File: src/rtl/loader_pkg.sv
// Shared encodings and constants for the UART program loader.
// Used by the receiver core and by the loader top level.
package loader_pkg;

    typedef enum logic [1:0] {
        RX_IDLE,
        RX_START,
        RX_DATA,
        RX_STOP
    } rx_state_t;

    typedef enum logic [2:0] {
        L_LEN_HI,
        L_LEN_LO,
        L_DATA,
        L_WRITE,
        L_DONE,
        L_ERROR
    } ld_state_t;

    localparam int CLKS_PER_BIT   = 868;
    localparam int BYTES_PER_WORD = 4;

endpackage

File: src/rtl/uart_rx_core.sv
// 8N1 UART receiver: 2-flop synchronizer, mid-bit sampling, LSB first.
// Emits a one-cycle byte_valid on a good stop bit, or stop_err on a bad one.
import loader_pkg::*;

module uart_rx_core #(
    parameter int clks_per_bit = CLKS_PER_BIT
) (
    input  logic       clk,
    input  logic       rst,
    input  logic       rx,
    output logic [7:0] rx_byte,
    output logic       byte_valid,
    output logic       stop_err
);

    localparam int CNT_W = $clog2(clks_per_bit);
    localparam logic [CNT_W-1:0] HALF = CNT_W'(clks_per_bit / 2);
    localparam logic [CNT_W-1:0] LAST = CNT_W'(clks_per_bit - 1);

    rx_state_t        state, state_next;
    logic             rx_meta, rx_sync;
    logic [CNT_W-1:0] cnt;
    logic [2:0]       bit_idx;
    logic [7:0]       shreg;
    logic             sample_bit;

    // NOTE: every sequential assignment is non-blocking so that all flops
    // update together and simulation order cannot change behaviour.
    always_ff @(posedge clk or posedge rst) begin
        if (rst) begin
            rx_meta <= 1'b1;
            rx_sync <= 1'b1;
            state   <= RX_IDLE;
        end else begin
            rx_meta <= rx;
            rx_sync <= rx_meta;
            state   <= state_next;
        end
    end

    // NOTE: every output of this block gets a default first, so no path
    // through the case can leave a signal unassigned and infer a latch.
    always_comb begin
        state_next = state;
        sample_bit = 1'b0;
        byte_valid = 1'b0;
        stop_err   = 1'b0;
        case (state)
            RX_IDLE:  if (!rx_sync) state_next = RX_START;
            RX_START: if (cnt == HALF) state_next = rx_sync ? RX_IDLE : RX_DATA;
            RX_DATA: begin
                if (cnt == LAST) begin
                    sample_bit = 1'b1;
                    if (bit_idx == 3'd7) state_next = RX_STOP;
                end
            end
            RX_STOP: begin
                if (cnt == LAST) begin
                    state_next = RX_IDLE;
                    byte_valid = rx_sync;
                    stop_err   = !rx_sync;
                end
            end
            default: state_next = RX_IDLE;
        endcase
    end

    // The counter restarts on every state change and after each data sample,
    // so once aligned to mid start bit it stays on mid-bit for the frame.
    always_ff @(posedge clk or posedge rst) begin
        if (rst) begin
            cnt     <= '0;
            bit_idx <= '0;
            shreg   <= '0;
        end else begin
            if (state_next != state || state == RX_IDLE || sample_bit)
                cnt <= '0;
            else
                cnt <= cnt + 1'b1;

            if (state == RX_START)
                bit_idx <= '0;
            else if (sample_bit)
                bit_idx <= bit_idx + 3'd1;

            if (sample_bit)
                shreg <= {rx_sync, shreg[7:1]};
        end
    end

    assign rx_byte = shreg;

endmodule

File: src/rtl/uart_program_loader.sv
// Streams a length-prefixed, big-endian program image from UART into
// instruction memory, holding the CPU until the last word is written.
import loader_pkg::*;

module uart_program_loader #(
    parameter int clks_per_bit = CLKS_PER_BIT,
    parameter int instr_size   = 32,
    parameter int addr_width   = 32,
    parameter int max_words    = 8144
) (
    input  logic                  clk,
    input  logic                  rst,
    input  logic                  rx,
    output logic                  mem_we,
    output logic [addr_width-1:0] mem_addr,
    output logic [instr_size-1:0] mem_data,
    output logic                  hold_cpu,
    output logic                  load_done,
    output logic                  frame_err,
    output logic [15:0]           words_loaded
);

    localparam int BC_W = $clog2(BYTES_PER_WORD);
    localparam logic [BC_W-1:0] LAST_BYTE = BC_W'(BYTES_PER_WORD - 1);
    localparam logic [15:0]     MAX_N     = 16'(max_words);

    ld_state_t             state, state_next;
    logic [7:0]            rx_byte;
    logic                  byte_valid, stop_err;
    logic [15:0]           len, len_n, words_next;
    logic [instr_size-1:0] asm_word, asm_next;
    logic [BC_W-1:0]       byte_cnt;

    uart_rx_core #(.clks_per_bit(clks_per_bit)) u_rx (
        .clk       (clk),
        .rst       (rst),
        .rx        (rx),
        .rx_byte   (rx_byte),
        .byte_valid(byte_valid),
        .stop_err  (stop_err)
    );

    assign len_n      = {len[15:8], rx_byte};
    assign words_next = words_loaded + 16'd1;
    assign asm_next   = {asm_word[instr_size-9:0], rx_byte};

    always_ff @(posedge clk or posedge rst) begin
        if (rst) state <= L_LEN_HI;
        else     state <= state_next;
    end

    always_comb begin
        state_next = state;
        case (state)
            L_LEN_HI: begin
                if (stop_err)        state_next = L_ERROR;
                else if (byte_valid) state_next = L_LEN_LO;
            end
            L_LEN_LO: begin
                if (stop_err) state_next = L_ERROR;
                else if (byte_valid) begin
                    if (len_n == 16'd0)     state_next = L_DONE;
                    else if (len_n > MAX_N) state_next = L_ERROR;
                    else                    state_next = L_DATA;
                end
            end
            L_DATA: begin
                if (stop_err) state_next = L_ERROR;
                else if (byte_valid && byte_cnt == LAST_BYTE) state_next = L_WRITE;
            end
            L_WRITE:  state_next = (words_next == len) ? L_DONE : L_DATA;
            L_DONE:   state_next = L_DONE;
            L_ERROR:  state_next = L_ERROR;
            default:  state_next = L_ERROR;
        endcase
    end

    // mem_addr/mem_data are captured with the last byte so they are stable
    // through the write cycle and hold afterwards.
    always_ff @(posedge clk or posedge rst) begin
        if (rst) begin
            len          <= '0;
            asm_word     <= '0;
            byte_cnt     <= '0;
            words_loaded <= '0;
            mem_addr     <= '0;
            mem_data     <= '0;
            frame_err    <= 1'b0;
            load_done    <= 1'b0;
        end else begin
            load_done <= (state_next == L_DONE) && (state != L_DONE);
            if (state_next == L_ERROR) frame_err <= 1'b1;

            if (byte_valid) begin
                case (state)
                    L_LEN_HI: len[15:8] <= rx_byte;
                    L_LEN_LO: len[7:0]  <= rx_byte;
                    L_DATA: begin
                        asm_word <= asm_next;
                        byte_cnt <= byte_cnt + 1'b1;
                        if (byte_cnt == LAST_BYTE) begin
                            mem_data <= asm_next;
                            mem_addr <= addr_width'({words_loaded, 2'b00});
                        end
                    end
                    default: ;
                endcase
            end

            if (state == L_WRITE && words_loaded != len)
                words_loaded <= words_next;
        end
    end

    assign mem_we   = (state == L_WRITE);
    assign hold_cpu = (state != L_DONE);

endmodule

File: config.mk
export PLATFORM = sky130hd
export DESIGN_NAME = uart_program_loader
export DESIGN_NICKNAME = d
export VERILOG_FILES = /design/src/rtl/loader_pkg.sv /design/src/rtl/uart_rx_core.sv /design/src/rtl/uart_program_loader.sv
export SDC_FILE = /design/constraint.sdc
export NUM_CORES = 1
export LEC_CHECK = 0
export ABC_AREA = 0
export CORE_MARGIN = 5
export CORE_UTILIZATION = 45
export CTS_BUF_LIST = sky130_fd_sc_hd__clkbuf_8
export DETAILED_ROUTE_END_ITERATION = 8
export PLACE_DENSITY = 0.74
export SYNTH_ARGS = -nofsm -noshare
export SYNTH_HDL_FRONTEND = slang
export SYNTH_SLANG_ARGS = --single-unit
export TNS_END_PERCENT = 100
File: constraint.sdc
create_clock -name clk -period 5 [get_ports clk]
set_input_delay 1 -clock clk [delete_from_list [all_inputs] [get_ports clk]]
set_output_delay 1 -clock clk [all_outputs]
set_load 0.02 [all_outputs]
## Word-level counts from Yosys, hierarchy flattened

Cells that the tools add are included.

| cells by class | value |
|---|---|
| muxes and demuxes | 26 |
| reductions and logical operators | 14 |
| add/subtract/negate cells | 4 |
| magnitude comparators | 1 |
| eq/ne operators | 17 |

Operators by type and width:

| kind | number |
|---|---|
| $mux 3 | 11 |
| $add 16x1->16 const B | 1 |
| $eq 16x16->1 | 1 |
| $gt 16x13->1 const B | 1 |
| $logic_not 16->1 | 1 |
| $ne 16x16->1 | 1 |
| $pmux 3 s5 | 1 |
| $eq 3x3->1 const B | 4 |
| $mux 2 | 6 |
| $add 10x1->10 const B | 1 |
| $eq 10x10->1 const B | 1 |
| $eq 10x9->1 const B | 1 |
| $mux 10 | 1 |
| $pmux 2 s4 | 1 |
| $eq 2x2->1 const B | 3 |
| $eq 3x2->1 const B | 2 |
| $mux 1 | 6 |
| $reduce_and 2->1 | 3 |
| $add 3x1->3 const B | 1 |
| $eq 3x1->1 const B | 1 |
| $logic_and 1x1->1 | 3 |
| $logic_not 3->1 | 1 |
| $ne 3x3->1 const B | 1 |
| $reduce_and 3->1 | 1 |
| 7 further kinds | 8 |

| storage, ports and cells | value |
|---|---|
| output and inout port bits | 84 |
| bits of input ports | 3 |
| word-level logic and storage cells | 78 |
| bits in registers | 136 |

## Longest topological paths before layout

| depth | value |
|---|---|
| word-level depth | 9 |
| gate-level depth with buffers | 8 |
| mapped depth without buffers | 7 |

## Cells and area by module

From an unflattened synthesis, not the netlist that was laid out.

| second synthesis, totals | value |
|---|---|
| cells, all modules | 509 |
| area total of the unflattened synthesis | 6358.6 µm² |

By module, submodules not included:

| module | instances | cells an instance | area an instance (µm²) | seq. area each (µm²) |
|---|---|---|---|---|
| uart_program_loader | 1 | 404 | 5151.2 | 2777.7 |
| uart_rx_core | 1 | 105 | 1207.4 | 628.1 |

## Worst setup path after synthesis

Ideal clock, no wire load.

| timing path | value |
|---|---|
| path kind | reg2reg |
| start | reg u_rx.cnt[7] |
| end | reg mem_data[6] |
| arrival time | 2151 ps |
| path buffers | 2 |
| clock period less this slack | 2278 ps |
| setup time | 128 ps |
| slack | 2722 ps |
| required time | 4872 ps |
| stages on the path, launching flop included | 8 |
| cell sequence | dfrtp_1 and4bb_2 nand4_2 or3_4 nor4_4 buf_4 buf_6 mux2_1 |

| between the ends | value |
|---|---|
| longest elaborated chain between the ends | 4 |

RTL lines:

| item | RTL line | source |
|---|---|---|
| from (decl) | uart_rx_core.sv:22 | `logic [CNT_W-1:0] cnt;` |
| from (signal assigned) | uart_rx_core.sv:79 | `cnt <= cnt + 1'b1;` |
| $eq 10x10->1 | uart_rx_core.sv:58 | `if (cnt == LAST) begin` |
| $mux 1 | uart_rx_core.sv:58 |  |
| $mux 1 | uart_rx_core.sv:48 | `case (state)` |
| $reduce_and 3->1 (no line) | n/a |  |
| to (signal assigned) | uart_program_loader.sv:102 | `mem_data <= asm_next;` |
| to (decl) | uart_program_loader.sv:16 | `output logic [instr_size-1:0] mem_data,` |

Every way passes these cells.
A chain may end at the register's enable or synchronous reset.

## Worst setup path after layout

| timing path | value |
|---|---|
| start | reg state[0] |
| end | out mem_we |

| between the ends | value |
|---|---|
| longest elaborated chain between the ends | 1 |

RTL lines:

| item | RTL line | source |
|---|---|---|
| from (decl) | uart_program_loader.sv:27 | `ld_state_t state, state_next;` |
| from (signal assigned) | uart_program_loader.sv:49 | `else state <= state_next;` |
| $eq 3x2->1 | uart_program_loader.sv:115 | `assign mem_we = (state == L_WRITE);` |
| to (decl) | uart_program_loader.sv:14 | `output logic mem_we,` |

Every way passes these cells.

==> PnR_summary.wiki <==
{| class="wikitable"
! Metric !! Value
|-
| Outcome || finished, final reports clean
|-
| Critical Path Max Stage Delay || around 700 ps
|-
| Fraction of final layout cells sized beyond drive strength 1 || between 20% and 30%
|-
| Overall die height || 127.7 microns
|-
| WP data arrival || just under 2000 ps
|-
| Post-CTS setup buffer count || 0
|-
| Post-synth top flop || sky130_fd_sc_hd__dfrtp_1
|-
| Sequential cell area fraction in the yosys report || ~55%
|-
| Floorplan die area || approximately 16000 sq um
|-
| Slew HR || approximately 40%
|-
| Classification of the worst-slack hold path || reg2reg
|-
| Number of distinct library cells after synthesis || 54
|-
| CTS tree || built
|-
| Number of global-route vias before repair || between 4000 and 5000
|-
| Clock slew at the register clock pins of the worst setup and hold paths || 70 ps
|-
| Number of instances in the synthesized netlist || roughly 500
|-
| Number of core rows || 43
|-
| First drt pass iteration count || 4
|-
| Post-synth EDFFs || 0
|-
| Sort of element at the end of the critical path || primary output
|-
| Max Slew Vio Count || 0
|-
| CTS Sinks || 136
|-
| Final critical delay including setup and external delays || ~3000 ps
|-
| Avg Synthesized Cell Area || between 10 and 15 sq um
|-
| Cell type with the largest total area after synthesis || sky130_fd_sc_hd__dfrtp_1
|-
| Initial core utilization || a little under half
|-
| Simple-Gate Fraction of Synth Area || about 11%
|-
| GP Congestion || 0.8648
|-
| Port Buffer Count || 70
|-
| Maximum VDD drop || approximately 110 uV
|-
| Fraction of synthesized area in multiplexers || ~18%
|-
| Post-synth top area share || between 50% and 60%
|-
| Drt total wl || roughly 13000 microns
|-
| Critical Path Fanout Max || 8
|-
| Final setup violation count || 0
|-
| Hold-fix buffers at CTS || 0
|-
| Setup repair after global routing missed its margin || no
|-
| Clk root buf || sky130_fd_sc_hd__clkbuf_8
|-
| Total clock buffers created by CTS || 17
|-
| Synth async-reset ratio || between 90% and 100%
|-
| Fmax || around 330 MHz
|-
| Kind of critical path || reg2out
|-
| Critical path launch point type || register
|-
| Slack of the worst reg-to-reg path || 2430 ps
|-
| DRC errors left || 0
|-
| Antenna violations before repair || 0
|-
| Count of buffer and inverter cells on the critical path || 1
|-
| Worst Max-Slew Pin Slew || 897.4 ps
|-
| Synth Area in Adders || 1.204%
|-
| Largest delay share family, worst path || buffers and inverters
|-
| Reg2Reg Launch Point || u_rx.cnt[7]
|-
| Core Footprint || about 14000 sq um
|-
| Share of the clock period used by the worst path after layout || 59.74%
|-
| Pin count of the biggest net entering global routing || between 100 and 150
|-
| Yosys warnings || 0
|-
| Setup clock skew after layout || 9.811 ps
|-
| Final hold violation count || 0
|-
| First-pass GRT wire length || roughly 21000 microns
|-
| Setup total negative slack || 0 ps
|-
| Remaining antenna violation count || 0
|-
| Total track usage || between 10% and 20%
|-
| Total number of nets in the final design || 580
|-
| Skew-Pair Late Insertion Delay || 440 ps
|-
| Area of the multi-input gates || about 2600 sq um
|-
| Final routed wire length divided by cell count || about 17 microns
|-
| Post-detailed-route via-to-cell ratio || about 5.3
|-
| Total power divided by cell area || between 200 and 300 nW/um^2
|-
| Violation count after the first detailed-route iteration || 240
|-
| Sequential cell area || 3406 sq um
|-
| Cells along the critical path || nand2_1, nor2_1, clkdlybuf4s50_1
|-
| Post-synthesis instance area || approximately 6200 sq um
|-
| Total overflow reported by the global router || 0
|-
| MaxCap Viol Count || 0
|-
| Number of ports placed on the die boundary || between 80 and 90
|-
| Slowest cell on the critical path || sky130_fd_sc_hd__clkdlybuf4s50_1
|-
| Number of gates resized after cts || 0
|-
| Yosys reg bits || about 140
|-
| Die extent in x || 127.7 microns
|-
| Area growth syn-to-layout || 19.23%
|-
| Largest family of logic cells by synthesized area || multiplexers
|-
| Detailed placer's ending HPWL || ~8800 microns
|-
| P_leak || 3.546 nW
|-
| Hold path startpoint || u_rx.rx_meta
|-
| Vias || approximately 4000
|-
| Ant diodes || 0
|-
| Xor/xnor share of the synthesized area || under 10%
|-
| H-Tree Depth || 4
|-
| Power consumption || 2.087 mW
|-
| Number of buffers between clock root and the deepest sink || 2
|-
| Timing startpoint of the critical path || state[0]
|-
| Compound-cell area share of the yosys netlist || 4.254%
|-
| Fill cells || about 1200
|-
| Data required, critical path || 4000 ps
|-
| Synth top area cells || sky130_fd_sc_hd__dfrtp_1, sky130_fd_sc_hd__mux2_2, sky130_fd_sc_hd__xnor2_1
|}
[flip-flops by register name, summed over array words and instances (netlist names), 2 cells and up]
| signal | flops |
|---|---|
| state | 3 |
| u_rx.state | 2 |
| len | 16 |
| u_rx.rx_byte | 8 |
| mem_data | 32 |
| u_rx.cnt | 10 |
| words_loaded | 16 |
| mem_addr | 16 |
| asm_word | 24 |
| u_rx.bit_idx | 3 |
| byte_cnt | 2 |
[cells in the mapped netlist (6+ instances only)]
library cell               instances
sky130_fd_sc_hd__and3_1            6
sky130_fd_sc_hd__inv_1             7
sky130_fd_sc_hd__buf_2             7
sky130_fd_sc_hd__mux2_2           77
sky130_fd_sc_hd__nor2_1           28
sky130_fd_sc_hd__xor2_1           15
sky130_fd_sc_hd__xnor2_1          32
sky130_fd_sc_hd__dfrtp_1         134
sky130_fd_sc_hd__clkbuf_1         10
sky130_fd_sc_hd__mux2_1           20
sky130_fd_sc_hd__o21ai_0           6
sky130_fd_sc_hd__nand3_1          19
sky130_fd_sc_hd__a21oi_1           8
sky130_fd_sc_hd__nand4_1          14
sky130_fd_sc_hd__ha_1              6
sky130_fd_sc_hd__nor3_1           12
sky130_fd_sc_hd__nand2_1          24
sky130_fd_sc_hd__buf_4            17
[metrics by stage]
| stage | instances | hold slack [ps] | area, sq um | setup slack [ps] | utilization, % |
|---|---|---|---|---|---|
| final | 763 | 361.2 | 7433 | 2013 | 54.18 |
| after global routing | 763 | 364.2 | 7433 | 1918 | 54.18 |
| after CTS | 763 | 362.7 | 7433 | 1970 | 54.18 |
| after detailed placement | 732 | 351.5 | 7017 | 2331 | 51.14 |
| after global placement | 732 | 346.2 | 7017 | 2385 | 51.14 |
| after floorplan | 516 | 345.2 | 6291 | 363.9 | - |
[cells by family after synthesis]
group,after synthesis
other,1
muxes,98
and+or+nand+nor,131
buffers and inverters,44
adders and majority gates,6
xor gates and xnor gates,47
DFF,136
AOI/OAI and AO/OA,38
[cell type report]
cell class | instances | area share (%)
Sequential cell | 136 | 45.82
Multi-Input combinational cell | 336 | 35.40
Inverter | 7 | 0.4208
Clock inverter | 14 | 2.457
Clock buffer | 17 | 3.148
Timing Repair Buffer | 73 | 9.729
Tap cell | 180 | 3.030
[where the power goes]
group | total [mW] | leakage [nW] | switching [mW] | internal (mW)
registers | 1.10 | 1.88 | 0.000858 | 1.10
clock network | 0.951 | 0.211 | 0.414 | 0.536
logic | 0.0348 | 1.46 | 0.0322 | 0.00263
[final timing paths]
path,endpoint,cells after the start
worst max-delay path,mem_we,3
worst min-delay path,u_rx.rx_sync,0
worst max register to register,mem_data[31],6
worst min register to register,u_rx.rx_sync,0
max in group asynchronous,mem_data[1],3
min in group asynchronous,mem_data[23],2
[layer usage]
metal	global-route usage [%]	vias to the layer above	wire (microns)
met5	0	-	0
met4	5.431	0	187
met3	4.583	19	673
met2	25.74	91	6106
met1	21.31	2029	5688
li1	-	1901	-
[cells in the final DEF (no fill, tap or decap), types with 2 or more instances in the layout]
cell                              count
sky130_fd_sc_hd__nor3b_1              2
sky130_fd_sc_hd__and3_1               6
sky130_fd_sc_hd__a21o_1               4
sky130_fd_sc_hd__clkinvlp_4           3
sky130_fd_sc_hd__bufinv_16            4
sky130_fd_sc_hd__nand2_1             24
sky130_fd_sc_hd__nor4b_1              2
sky130_fd_sc_hd__o31a_1               2
sky130_fd_sc_hd__o21a_1               3
sky130_fd_sc_hd__clkbuf_8            17
sky130_fd_sc_hd__mux2_2              77
sky130_fd_sc_hd__buf_4                3
sky130_fd_sc_hd__conb_1              16
sky130_fd_sc_hd__clkdlybuf4s50_1     70
sky130_fd_sc_hd__inv_1                8
sky130_fd_sc_hd__and4_1               5
sky130_fd_sc_hd__dfstp_2              2
sky130_fd_sc_hd__a211oi_1             2
sky130_fd_sc_hd__a22o_1               3
sky130_fd_sc_hd__nor4_1               5
sky130_fd_sc_hd__or4_1                2
sky130_fd_sc_hd__clkinv_2             3
sky130_fd_sc_hd__nand3_1             19
sky130_fd_sc_hd__o21ai_0              6
sky130_fd_sc_hd__xor2_1              15
sky130_fd_sc_hd__mux2_1              20
sky130_fd_sc_hd__nand4_1             14
sky130_fd_sc_hd__a21oi_1              8
sky130_fd_sc_hd__xnor2_1             32
sky130_fd_sc_hd__inv_6                3
sky130_fd_sc_hd__nor3_1              12
sky130_fd_sc_hd__a311oi_1             2
sky130_fd_sc_hd__ha_1                 6
sky130_fd_sc_hd__dfrtp_1            134
sky130_fd_sc_hd__nor2_1              28
Note: power is estimated with default switching activity, not from simulation.
